`src/rtl/bus_share_arbiter_if.sv`:
```
// Signal bundle between the shared-bus arbiter and its requesters/consumer.
// The slave modport is the arbiter side; master is the requester/consumer side.
interface bus_share_arbiter_if #(
    parameter int unsigned WIDTH = 16
);
    logic [7:0]         Req;
    logic [8*WIDTH-1:0] DataIn;
    logic               BusReady;
    logic [7:0]         Grant;
    logic               S0;
    logic               S1;
    logic               S2;
    logic [WIDTH-1:0]   BusData;
    logic               BusValid;
    logic [7:0]         BeatDone;

    modport slave (
        input  Req, DataIn, BusReady,
        output Grant, S0, S1, S2, BusData, BusValid, BeatDone
    );

    modport master (
        output Req, DataIn, BusReady,
        input  Grant, S0, S1, S2, BusData, BusValid, BeatDone
    );
endinterface

```
`src/rtl/bus_share_arbiter.sv`:
```
// Round-robin arbiter for an 8-source shared bus with bounded bursts.
// Each grant is followed by one IDLE bubble before the next arbitration.
module bus_share_arbiter #(
    parameter int unsigned WIDTH     = 16,
    parameter int unsigned MAX_BEATS = 4
) (
    input  logic                 Clk,
    input  logic                 ResetN,
    bus_share_arbiter_if.slave   bus
);

    localparam int unsigned CNT_W = 4;

    typedef enum logic {
        IDLE,
        BUSY
    } state_t;

    state_t            state_q, state_d;
    logic [7:0]        grant_q, grant_d;
    logic [2:0]        sel_q,   sel_d;
    logic [2:0]        ptr_q,   ptr_d;
    logic [CNT_W-1:0]  cnt_q,   cnt_d;

    logic [2:0]        pick_idx;
    logic              pick_vld;
    logic              valid;
    logic              hshk;
    logic              last_beat;

    assign valid     = (state_q == BUSY) && bus.Req[sel_q];
    assign hshk      = valid && bus.BusReady;
    assign last_beat = (cnt_q == CNT_W'(MAX_BEATS - 1));

    // Scan from the highest offset down so the lowest offset from ptr_q wins.
    always_comb begin
        pick_idx = ptr_q;
        pick_vld = 1'b0;
        for (int unsigned i = 8; i > 0; i--) begin
            logic [2:0] cand;
            cand = ptr_q + 3'(i - 1);
            if (bus.Req[cand]) begin
                pick_idx = cand;
                pick_vld = 1'b1;
            end
        end
    end

    always_ff @(posedge Clk) begin
        if (!ResetN) begin
            state_q <= IDLE;
            grant_q <= '0;
            sel_q   <= '0;
            ptr_q   <= '0;
            cnt_q   <= '0;
        end else begin
            state_q <= state_d;
            grant_q <= grant_d;
            sel_q   <= sel_d;
            ptr_q   <= ptr_d;
            cnt_q   <= cnt_d;
        end
    end

    always_comb begin
        state_d = state_q;
        grant_d = grant_q;
        sel_d   = sel_q;
        ptr_d   = ptr_q;
        cnt_d   = cnt_q;
        unique case (state_q)
            IDLE: begin
                if (pick_vld) begin
                    state_d = BUSY;
                    grant_d = 8'b1 << pick_idx;
                    sel_d   = pick_idx;
                    cnt_d   = '0;
                end
            end
            BUSY: begin
                // A dropped request releases without counting, even if BusReady is high.
                if (!bus.Req[sel_q] || (hshk && last_beat)) begin
                    state_d = IDLE;
                    grant_d = '0;
                    ptr_d   = sel_q + 3'd1;
                end
                if (hshk) begin
                    cnt_d = cnt_q + CNT_W'(1);
                end
            end
            default: begin
                state_d = IDLE;
                grant_d = '0;
            end
        endcase
    end

    always_comb begin
        bus.Grant    = grant_q;
        bus.S0       = sel_q[0];
        bus.S1       = sel_q[1];
        bus.S2       = sel_q[2];
        bus.BusData  = bus.DataIn[sel_q*WIDTH +: WIDTH];
        bus.BusValid = valid;
        bus.BeatDone = hshk ? (8'b1 << sel_q) : '0;
    end

    grant_onehot_a: assert property (@(posedge Clk) disable iff (!ResetN) $onehot0(grant_q));

endmodule

```
`src/flat_wrapper.sv`:
```
// flat-port wrapper written by rule: the top's interface ports become plain ports
module bus_share_arbiter_flat 
#(
    parameter int unsigned WIDTH     = 16,
    parameter int unsigned MAX_BEATS = 4
)
  (Clk, ResetN, bus_Req, bus_DataIn, bus_BusReady, bus_Grant, bus_S0, bus_S1, bus_S2, bus_BusData, bus_BusValid, bus_BeatDone);
  bus_share_arbiter_if #(.WIDTH(WIDTH)) bus_i ();
  input  logic Clk;
  input  logic ResetN;
  input wire logic [$bits(bus_i.Req)-1:0] bus_Req;
  input wire logic [$bits(bus_i.DataIn)-1:0] bus_DataIn;
  input wire logic [$bits(bus_i.BusReady)-1:0] bus_BusReady;
  output wire logic [$bits(bus_i.Grant)-1:0] bus_Grant;
  output wire logic [$bits(bus_i.S0)-1:0] bus_S0;
  output wire logic [$bits(bus_i.S1)-1:0] bus_S1;
  output wire logic [$bits(bus_i.S2)-1:0] bus_S2;
  output wire logic [$bits(bus_i.BusData)-1:0] bus_BusData;
  output wire logic [$bits(bus_i.BusValid)-1:0] bus_BusValid;
  output wire logic [$bits(bus_i.BeatDone)-1:0] bus_BeatDone;
  assign bus_i.Req = bus_Req;
  assign bus_i.DataIn = bus_DataIn;
  assign bus_i.BusReady = bus_BusReady;
  assign bus_Grant = bus_i.Grant;
  assign bus_S0 = bus_i.S0;
  assign bus_S1 = bus_i.S1;
  assign bus_S2 = bus_i.S2;
  assign bus_BusData = bus_i.BusData;
  assign bus_BusValid = bus_i.BusValid;
  assign bus_BeatDone = bus_i.BeatDone;
  bus_share_arbiter #(.WIDTH(WIDTH), .MAX_BEATS(MAX_BEATS)) u_core (.Clk(Clk), .ResetN(ResetN), .bus(bus_i));
endmodule
```
`config.mk`:
```
export PLATFORM = sky130hd
export DESIGN_NAME = bus_share_arbiter_flat
export DESIGN_NICKNAME = d
export VERILOG_FILES = /design/src/rtl/bus_share_arbiter_if.sv /design/src/rtl/bus_share_arbiter.sv /design/src/flat_wrapper.sv
export SDC_FILE = /design/constraint.sdc
export NUM_CORES = 1
export LEC_CHECK = 0
export ABC_AREA = 1
export CORE_ASPECT_RATIO = 2
export CORE_MARGIN = 2
export CORE_UTILIZATION = 30
export DETAILED_ROUTE_END_ITERATION = 6
export GPL_TIMING_DRIVEN = 0
export PLACE_DENSITY = 0.71
export SKIP_LAST_GASP = 1
export SLEW_MARGIN = 20
export SYNTH_ARGS = -nofsm -noshare
export SYNTH_HDL_FRONTEND = slang
export SYNTH_SLANG_ARGS = --single-unit
export TNS_END_PERCENT = 100
```
`constraint.sdc`:
```
create_clock -name Clk -period 2.1 [get_ports Clk]
set_input_delay 0.42 -clock Clk [delete_from_list [all_inputs] [get_ports Clk]]
set_output_delay 0.42 -clock Clk [all_outputs]
set_load 0.01 [all_outputs]
```
After elaboration in Yosys (flattened, before gate mapping)
Cells that the tools add are included.
{"block": "totals", "register_bits": 19, "inputBits": 139, "output_inout_bits": 36, "wordCells": 84}
{"block": "op_classes", "addsub": 9, "magnitude_cmp": 9, "eq_ne": 4, "shifts": 3, "n_mux": 44, "bitwise_logic": 1, "reduce_logical": 9}
{"cell": "variable part select 128 x 8 -> 16 bit", "count": 1}
{"cell": "less-than comparator 3 x 4 -> 1 bit, second input constant", "count": 9}
{"cell": "binary-select mux 1 bit (select 3 bit)", "count": 9}
{"cell": "2-to-1 mux 3 bit", "count": 8}
{"cell": "2-to-1 mux 8 bit", "count": 3}
{"cell": "2-to-1 mux 1 bit", "count": 19}
{"cell": "one-hot mux 8 bit (2 select lines)", "count": 1}
{"cell": "<< shifter 1 x 3 -> 8 bit, first input constant", "count": 2}
{"cell": "adder 3 bit, second input constant", "count": 4}
{"cell": "2-to-1 mux 4 bit", "count": 2}
{"cell": "one-hot mux 4 bit (2 select lines)", "count": 1}
{"cell": "AND reduction 2 bit", "count": 4}
{"cell": "adder 3 x 1 -> 3 bit, second input constant", "count": 2}
{"cell": "adder 3 x 2 -> 3 bit, second input constant", "count": 2}
{"cell": "adder 4 x 1 -> 4 bit, second input constant", "count": 1}
{"cell": "== test 4 x 2 -> 1 bit, second input constant", "count": 1}
{"cell": "!= test 2 bit, second input constant", "count": 2}
{"cell": "logical AND 1 bit", "count": 3}
{"cell": "!= test 2 x 1 -> 1 bit, second input constant", "count": 1}
{"cell": "one-hot mux 1 bit (2 select lines)", "count": 1}
{"cell": "logical NOT 1 bit", "count": 1}
{"cell": "logical OR 1 bit", "count": 1}
{"cell": "NOT 1 bit", "count": 1}

Depth between registers and ports, before layout
Gate-level depths: netlist (run 1).
{"block": "depth", "ltp_word": 14, "mapped_depth": 23, "ltp_nobuf": 21}

Worst setup path before layout (run 1)
Ideal clock, no wire load.
{"block": "synth_timing", "path_kind": "reg-to-reg", "start": "reg u_core.ptr_q[0]", "end": "reg u_core.grant_q[1] (netlist: u_core.bus.Grant[1])", "setup_ps": 65, "arrival_time_ps": 2270, "required_time_ps": 2035, "path_slack_ps": -235, "path_stages_with_launch": 20, "n_path_buf": 2, "period_less_slack_ps": 2335, "path_cell_list": "dfxtp_1 buf_6 inv_2 buf_6 ha_1 inv_1 nand3_1 nand3_1 nand2_1 inv_2 nand3_2 nor3_2 nand3_1 nand2_2 inv_2 nor2_8 inv_2 nor2_2 nor2_1 nor2_1"}
{"block": "synth_between", "elab_chain_len": 14, "word_cells_on_any_way": 44, "classes_between": "add/sub (7); eq/ne (1); shift (1); mux (34); reduce/logical (1)"}
{"item": "start, declared", "line": "bus_share_arbiter.sv:22", "source": "logic [2:0] ptr_q, ptr_d;"}
{"item": "start signal, assigned", "line": "bus_share_arbiter.sv:60", "source": "ptr_q <= ptr_d;"}
{"item": "adder 3 bit", "line": "bus_share_arbiter.sv:41", "source": "cand = ptr_q + 3'(i - 1);"}
{"item": "binary-select mux 1 bit (select 3 bit)", "line": "bus_share_arbiter.sv:42", "source": "if (bus.Req[cand]) begin"}
{"item": "2-to-1 mux 1 bit (not written as such)", "line": "bus_share_arbiter.sv:42"}
{"item": "2-to-1 mux 3 bit (8 in series)", "line": "bus_share_arbiter.sv:42"}
{"item": "<< shifter 1 x 3 -> 8 bit", "line": "bus_share_arbiter.sv:75", "source": "grant_d = 8'b1 << pick_idx;"}
{"item": "2-to-1 mux 8 bit", "line": "bus_share_arbiter.sv:73", "source": "if (pick_vld) begin"}
{"item": "one-hot mux 8 bit (2 select lines)", "line": "bus_share_arbiter.sv:71", "source": "unique case (state_q)"}
{"item": "end signal, assigned", "line": "bus_share_arbiter.sv:58", "source": "grant_q <= grant_d;"}
{"item": "end, declared", "line": "bus_share_arbiter.sv:20", "source": "logic [7:0] grant_q, grant_d;"}
Several ways; a longest one is shown, not always the timed one. The select of a mux whose other input is x is not followed.
A chain may end at the register's enable or synchronous reset.

Final worst setup path (run 1)
{"block": "layout_timing", "start": "reg u_core.ptr_q[0]", "end": "reg u_core.grant_q[2] (netlist: u_core.bus.Grant[2])"}
The elaborated chain is that of the path after synthesis.

==> results of run 1 <==
## logic make-up (layout without fill, tap and decap cells)
group	count (synthesis)	after routing	share of synthesized area (%)
simple gates	277	277	44.5
compound gates	135	135	26.3
buf+inv	70	303	10.7
flops	19	19	13.8
fa+ha+maj	9	9	4.08
xor+xnor	2	2	0.634
## what timing repair did
action	in CTS	in global routing
pin swaps	35	76
setup endpoints to repair	43	44
resized for setup	234	143
gates cloned	4	4
buffers inserted	36	14
hold endpoints to repair	0	0
## cell usage after synthesis (9+ instances only)
cell,n
nand3_1,32
nand2_1,75
nor2_1,137
nand2_2,12
inv_1,25
o22ai_1,18
nand3_2,11
ha_1,9
clkbuf_1,23
inv_2,13
o21ai_0,74
a31oi_1,16
a21oi_1,22
dfxtp_1,19
## worst max path at each step
| stage | start | to |
|---|---|---|
| finish | u_core.ptr_q[0] | u_core.bus.Grant[2] |
| CTS | u_core.ptr_q[0] | u_core.cnt_q[2] |
| global route | u_core.ptr_q[0] | u_core.bus.Grant[2] |
| global placement | u_core.sel_q[0] | bus_BusData[1] |
| floorplan | u_core.ptr_q[0] | u_core.bus.Grant[1] |
| detailed placement | u_core.sel_q[0] | bus_BusData[3] |
## per-stage QoR
| step | TNS (ps) | area (um2) | instances | utilization (%) | worst slack (ps) |
|---|---|---|---|---|---|
| 2_1_floorplan | 0 | 2780 | 512 | - | 3.14 |
| 3_3_place_gp | -27970 | 4650 | 788 | 51.9 | -946 |
| 3_5_place_dp | -28750 | 4650 | 788 | 51.9 | -957 |
| 4_1_cts | -3740 | 5350 | 832 | 59.8 | -251 |
| 5_1_grt | -7590 | 5930 | 847 | 66.3 | -330 |
| 6_report | -4470 | 5930 | 847 | 66.3 | -253 |
## routing by layer
| metal | GRT usage (%) | vias to the layer above |
|---|---|---|
| met2 | 58.1 | 219 |
| li1 | - | 2166 |
| met5 | 0 | - |
| met3 | 4.49 | 60 |
| met4 | 11.1 | 0 |
| met1 | 30.3 | 2141 |
## sequential cells by signal, summed over array words and instances, names as in the netlist
| register | count |
|---|---|
| u_core.sel_q | 3 |
| u_core.cnt_q | 4 |
| u_core.bus.Grant | 8 |
| u_core.ptr_q | 3 |
| u_core.state_q | 1 |
## critical path: stages (launching register included)
cell,delay [ps]
dfxtp_2,330
buf_6,100
inv_4,30
buf_12,120
ha_4,270
inv_8,100
nand3_4,90
nand3_4,100
nand2_2,70
inv_2,70
nand3_2,90
nor3_4,140
nand3_2,140
nand2_2,110
buf_6,160
buf_12,110
nor2_2,40
nand3_1,80
a21oi_1,60
## final cells by class
class | count | area [um2] | area share [%]
Multi-Input combinational cell | 423 | 2600 | 43.8
Timing Repair Buffer | 231 | 2200 | 37.0
Sequential cell | 19 | 392 | 6.60
Buffer | 28 | 359 | 6.05
Inverter | 40 | 176 | 2.97
Tap cell | 102 | 128 | 2.15
Clock buffer | 4 | 78.8 | 1.33
## report_power, final
| part | total (W) | switching [W] | internal (W) |
|---|---|---|---|
| Combinational | 0.00720 | 0.00402 | 0.00318 |
| Sequential | 0.000600 | 0.000121 | 0.000478 |
| Clock | 0.000395 | 0.000137 | 0.000258 |
==> qor.yml, run 1 <==
synth:
  syn_nets: 660
  ys_seq_elements: 19
  netlist.area_leader.share_pct: 18.6
  synthTopCellsByArea: "nor2_1 19%, dfxtp_1 14%, o21ai_0 13%, nand2_1 10%, nand3_1 5.8%"
  synth_warnings: 0
  postSynthAreaPerCell_um2: 5.40
  syn_area_um2: 2760
  ys_seq_area_share_pct: 13.8
  synthCells: 512
  synth_top_area_cell: "nor2_1"
  synth_edf_count: 0
  async_reset_ff_share_pct: 0
  yosys_most_used_dff: "dfxtp_1"
  yosysUniqueCellTypes: 32
final_layout:
  layout-drive-gt1-share_pct: 34.8
  layout_common_cells: "141 x clkdlybuf4s50_1, 107 x nor2_1, 62 x nand2_1"
  final_nets: 894
  syn_to_final_growth_pct: 115
  fillers: 773
  final_common_cell: "clkdlybuf4s50_1"
  n_antenna_cell: 0
grt:
  grt_max_degree: 12
  grt_overflow: 0
  grt_usage_pct: 29.8
  antenna_found_initial: 0
  grt_pass1_wl_um: 23700
  grt_pass1_vias: 4532
cts:
  clk_latency_ps: 250
  clockBufferDepth: 2
  cts_tree: "done"
  clock_sinks: 19
  h-tree-depth: 1
  cts_buffers: 3
  cts_root_buffer: "clkbuf_16"
  clkTransAtPathRegs_ps: 60
  cts_hold_repair.buffers: 0
hold_path:
  min-delay-start: "u_core.bus.Grant[7]"
  holdPathStages: 2
  min_to: "u_core.bus.Grant[7]"
  hold_class: "reg -> reg"
floorplan:
  die_h_um: 140
  die_w_um: 71.9
  num_io_pins: 175
  num_rows: 49
  fp.coreArea_um2: 8950
  initial_core_util_pct: 30.9
  die-area_um2: 10000
timing:
  hold_slack_ps: 465
  rsz0062_at_grt: "yes"
  fin_crit_ps: 2350
  hold_viol: 0
  slew_viol_final: 0
  timing.final.crit_share_pct: 112
  fmax_mhz: 425
  slew_headroom_pct: 63.8
  worst_slew_pin_slew_ps: 544
  worst_slack_ps: -253
  finalSetupViolCount: 33
  skew_ps: 4.15
placed_design:
  hpwl_um: 11700
  port_buffers: 174
  place_congestion: 0.945
pwr:
  finalPower_w: 0.00819
  vdd_drop_max_mv: 0.775
  p_leak_nw: 2.54
  pwr_density_cell_nw_per_um2: 1380
route:
  drt_wl_total_um: 16500
  wl_met1_um: 5660
  antenna_left: 0
  route.met3.wl_um: 1030
  dr_wl_met2_um: 9050
  wl_per_cell_um: 19.5
  vias: 4586
  topRoutingLayerUsed: "met4"
  first_pass_iters: 4
  drc: 0
  via_per_inst: 5.41
  drt_iter0_drc: 357
worst_setup_path:
  timing.rr.start: "u_core.ptr_q[0]"
  cp_data_arrival_time_ps: 2470
  cp.required_ps: 2210
  r2r_cells: 18
  crit_type: "reg -> reg"
  crit_fanout: 6
  end_kind: "flip-flop"
  cp-start-kind: "flip-flop"
  reg2reg_slack_ps: -250
  regToRegEndpoint: "u_core.bus.Grant[2]"
run_status:
  violations: "setup timing"
  outcome: "finished, violations left"
flow_run:
  drv_cap: 0
No activity file was read; power rests on OpenSTA's default activity.
==> inputs of run 2 (changes only) <==
CORE_UTILIZATION = 34   (was 30)
PLACE_DENSITY = 0.79   (was 0.71)
SKIP_CTS_REPAIR_TIMING = 1   (was not set)
==> run 2 against run 1 <==
Against the previous run: the flow finishes with violations (DRC, setup timing); power is 4.5% lower; first-iteration DRC count is 23% lower; non-clock buffer count is 16 lower; cell count is 2.6% lower; highest routed layer unchanged; largest power group unchanged; count of clock-buffer cells in the layout is 1 lower; critical path depth is 2 higher; clock skew is 0.56 ps lower; critical endpoint is now u_core.bus.Grant[6]; core utilization is 5.5 points higher; clock power hardly changed; design area is 4.6% lower.
==> qor.yml, run 2 (synthesis gave the netlist of run 1 again) <==
final_layout:
  largest_reg_flops: 8
  syn_to_final_growth_pct: 105
  layout_common_cells: "141 x clkdlybuf4s50_1, 112 x nor2_1, 59 x nand2_1"
  fin_area_um2: 5660
  n_antenna_cell: 0
  layout-drive-gt1-share_pct: 31.7
  final_nets: 878
  final_common_cell: "clkdlybuf4s50_1"
grt:
  grt_usage_pct: 28.9
  grt_pass1_vias: 4069
  grt_max_degree: 12
  antenna_found_initial: 0
  grt_pass1_wl_um: 20100
  grt_overflow: 0
floorplan:
  fp.coreArea_um2: 7890
  die_w_um: 67.7
  num_rows: 46
  die-area_um2: 8910
  initial_core_util_pct: 35.0
  num_io_pins: 175
  die_h_um: 131
timing:
  finalSetupViolCount: 40
  slew_headroom_pct: 65.3
  rsz0062_at_grt: "yes"
  fin_crit_ps: 2370
  fmax_mhz: 422
  skew_ps: 3.59
  hold_viol: 0
  worst_slew_pin_slew_ps: 520
  slew_viol_final: 0
  timing.final.crit_share_pct: 113
  worst_slack_ps: -272
worst_setup_path:
  cp.required_ps: 2280
  crit_fanout: 6
  crit_slowest_cell: "ha_4"
  critical-path-max-stage-delay_ps: 350
  cp_cell_sequence: "buf_6 > inv_4 > buf_12 > ha_4 > inv_8 > nand3_4 > nand3_2 > nand2_2 > nand2_1 > nand2_1 > nand2_1 > nand2_1 > nand2_1 > nand2_2 > nand2_1 > nand2_2 > nand2_4 > nor2_2 > nand3_1 > a21oi_1"
  cp-start-kind: "flip-flop"
  crit_type: "reg -> reg"
  crit_top_cell: "nand2_1"
  end_kind: "flip-flop"
  cp_data_arrival_time_ps: 2550
  reg2reg_slack_ps: -270
  r2r_cells: 20
placed_design:
  hpwl_um: 10700
  port_buffers: 174
  place_congestion: 0.882
  place_area_um2: 4640
cts:
  clkTransAtPathRegs_ps: 60
  cts_tree: "done"
  cts_root_buffer: "clkbuf_16"
  clockBufferDepth: 2
  h-tree-depth: 1
  clk_latency_ps: 250
  clock_sinks: 19
  cts_buffers: 3
hold_path:
  hold_class: "reg -> reg"
  holdPathStages: 2
route:
  antenna_left: 0
  first_pass_iters: 7
  vias: 4549
  drc: 2
  via_per_inst: 5.51
  drt_iter0_drc: 274
  wl_per_cell_um: 18.2
  drt_wl_total_um: 15000
run_status:
  violations: "DRC, setup timing"
  outcome: "finished, violations left"
flow_run:
  drv_cap: 0
pwr:
  vdd_drop_max_mv: 1.06
  pwr_density_cell_nw_per_um2: 1380
  finalPower_w: 0.00782
  p_leak_nw: 2.47
==> run 2: changes by cell type in the layout (fill, tap and decap cells not counted), moves of 6 or more <==
cell	change
dlygate4sd2_1	-8
dlymetal6s2s_1	+10
o21ai_0	+12
o21ai_1	-14
clkbuf_16	-6
buf_4	-12
==> run 2: final timing paths <==
check                      startpoint                  end
setup / recovery      u_core.ptr_q[0]  u_core.bus.Grant[6]
hold / removal    u_core.bus.Grant[7]  u_core.bus.Grant[7]
setup reg to reg      u_core.ptr_q[0]  u_core.bus.Grant[6]
hold reg to reg   u_core.bus.Grant[7]  u_core.bus.Grant[7]
==> run 2: per-layer routing <==
| metal | routed length [um] | part of all wire, % | track usage (%) | vias up |
|---|---|---|---|---|
| met5 | 0 | 0 | 0 | - |
| met4 | 930 | 6.2 | 17.8 | 0 |
| met1 | 5230 | 35 | 31.2 | 2077 |
| met2 | 7690 | 51 | 48.9 | 267 |
| li1 | - | - | - | 2136 |
| met3 | 1180 | 7.8 | 5.65 | 69 |
==> run 2: area by class of cell <==
class	count	area, um2
inverter	40	194
sequential	19	390
buffer	30	299
clock buffer	3	75.1
multi-input combinational	423	2520
fill	647	2230
tap	96	120
timing repair buffer	213	2060
clock inverter	1	5.00
==> run 2: per-stage QoR <==
| stage | std cells | hold WS [ps] | TNS, ps | util (%) | setup slack [ps] |
|---|---|---|---|---|---|
| floorplan | 512 | 473 | 0 | - | 3.14 |
| global placement | 782 | 458 | -25400 | 58.9 | -1020 |
| detailed placement | 782 | 456 | -26820 | 58.9 | -1030 |
| CTS | 786 | 465 | -30080 | 59.9 | -1300 |
| global route | 825 | 484 | -10810 | 71.7 | -449 |
| finish | 825 | 461 | -6490 | 71.7 | -272 |
==> run 2: report_power, final <==
| group | internal, W | switching (W) | total (W) |
|---|---|---|---|
| Sequential | 0.000476 | 0.000102 | 0.000578 |
| Combinational | 0.00291 | 0.00394 | 0.00685 |
| Clock | 0.000255 | 0.000139 | 0.000395 |
==> run 2: critical path: cells and delay by family (launching register included) <==
family                     cells  cell delay [ps]
adders and majority gates      1              350
and+or+nand+nor               14             1100
buffers and inverters          4              350
AOI/OAI and AO/OA              1              130
DFF                            1              330
==> inputs of run 3 (changes only) <==
CORE_ASPECT_RATIO = 0.5   (was 2)
==> run 3 against run 2 <==
Against the previous run: the flow finishes with violations (setup timing); core utilization grew 1.4 points; critical path depth decreased by 9; clock skew shrank 1.9 ps; via count up 1.6%; critical path type is now reg -> out.
==> qor.yml, run 3 (synthesis gave the netlist of run 1 again) <==
timing:
  fmax_mhz: 397
  worst_slack_ps: -418
  rsz0062_at_grt: "yes"
  hold_viol: 0
  finalSetupViolCount: 44
  worst_slew_pin_slew_ps: 598
  slew_headroom_pct: 60.1
  timing.final.crit_share_pct: 120
  slew_viol_final: 0
  skew_ps: 1.73
  fin_crit_ps: 2520
  hold_slack_ps: 478
floorplan:
  num_rows: 23
  num_io_pins: 175
  die-area_um2: 8910
  initial_core_util_pct: 34.8
  die_w_um: 131
  fp.coreArea_um2: 7940
  die_h_um: 67.7
worst_setup_path:
  cp.required_ps: 1680
  cp-start-kind: "flip-flop"
  cp.buffers_inverters: 4
  end_kind: "output port"
  crit_type: "reg -> out"
  critical-path-max-stage-delay_ps: 360
  crit_slowest_cell: "dfxtp_4"
  cp_cell_sequence: "buf_8 > clkinv_8 > o21ai_1 > o22ai_1 > nand2_1 > a21oi_2 > nand2_2 > inv_4 > nand2_4 > nor2_2 > buf_2"
  crit_fanout: 8
  cp_top_family: "compound AO/OA/AOI/OAI gates"
  cp_data_arrival_time_ps: 2100
placed_design:
  dp_cells: 798
  place_congestion: 0.911
  port_buffers: 174
  place_ws_ps: -915
  hpwl_um: 9470
final_layout:
  final_nets: 890
  final_util_pct: 73.1
  syn_to_final_growth_pct: 110
  final_common_cell: "clkdlybuf4s50_1"
  largest_reg_flops: 8
  layout-drive-gt1-share_pct: 31.3
  n_antenna_cell: 0
  layout_common_cells: "141 x clkdlybuf4s50_1, 117 x nor2_1, 63 x nand2_1"
  stdcell_count: 853
pwr:
  vdd_drop_max_mv: 0.554
  pwr_density_cell_nw_per_um2: 1390
  p_leak_nw: 2.57
route:
  drt_wl_total_um: 15000
  antenna_left: 0
  first_pass_iters: 5
  vias: 4623
  drt_iter0_drc: 453
  drc: 0
  via_per_inst: 5.42
  wl_per_cell_um: 17.6
grt:
  grt_pass1_wl_um: 18400
  grt_max_degree: 12
  grt_overflow: 0
  grt_pass1_vias: 3861
  antenna_found_initial: 0
  grt_usage_pct: 25.4
flow_run:
  drv_cap: 0
cts:
  clk_latency_ps: 250
  clkTransAtPathRegs_ps: 60
  cts_tree: "done"
  cts_buffers: 3
  clockBufferDepth: 2
  clock_sinks: 19
  cts_root_buffer: "clkbuf_16"
  h-tree-depth: 1
hold_path:
  hold_class: "reg -> reg"
run_status:
  violations: "setup timing"
  outcome: "finished, violations left"
[run 3: final cells by class]
class / instances / area (um2)
clock buffer: 3 / 75.1
timing repair buffer: 225 / 2220
tap: 112 / 140
buffer: 30 / 327
sequential: 19 / 390
inverter: 40 / 199
fill: 580 / 2140
multi-input combinational: 423 / 2450
clock inverter: 1 / 5.00
[run 3: where the power goes]
group	internal (W)	switching, W
Clock	0.000256	0.000148
Combinational	0.00310	0.00400
Sequential	0.000476	0.0000987
Total	0.00383	0.00424
[run 3: metrics by stage]
stage	power, W	instance area [um2]	setup TNS [ps]
after floorplan	0.00380	2780	0
after global placement	0.00549	4660	-24880
after detailed placement	0.00553	4660	-25150
after CTS	0.00596	4740	-28410
after global routing	0.00862	5810	-13780
final	0.00807	5810	-9840
[run 3: final timing paths]
kind              depth (start not counted)  slack (ps)                   to           startpoint
setup reg to reg                         17        -310  u_core.bus.Grant[1]      u_core.sel_q[0]
setup / recovery                         11        -420      bus_BeatDone[4]      u_core.sel_q[0]
hold reg to reg                           2         480  u_core.bus.Grant[3]  u_core.bus.Grant[3]
hold / removal                            2         480  u_core.bus.Grant[3]  u_core.bus.Grant[3]
[run 3: layer usage]
metal	wire (um)	track usage, %	up-vias
li1	-	-	2161
met1	5940	30.5	2115
met2	7270	48.6	268
met3	1030	3.23	79
met4	792	7.34	0
met5	0	0	-
[run 3: worst reg2reg max path: cells and delay by family (launching register included)]
family,cells,cell delay (ps)
DFF,1,360
and+or+nand+nor,7,620
AOI/OAI and AO/OA,4,690
buffers and inverters,6,630
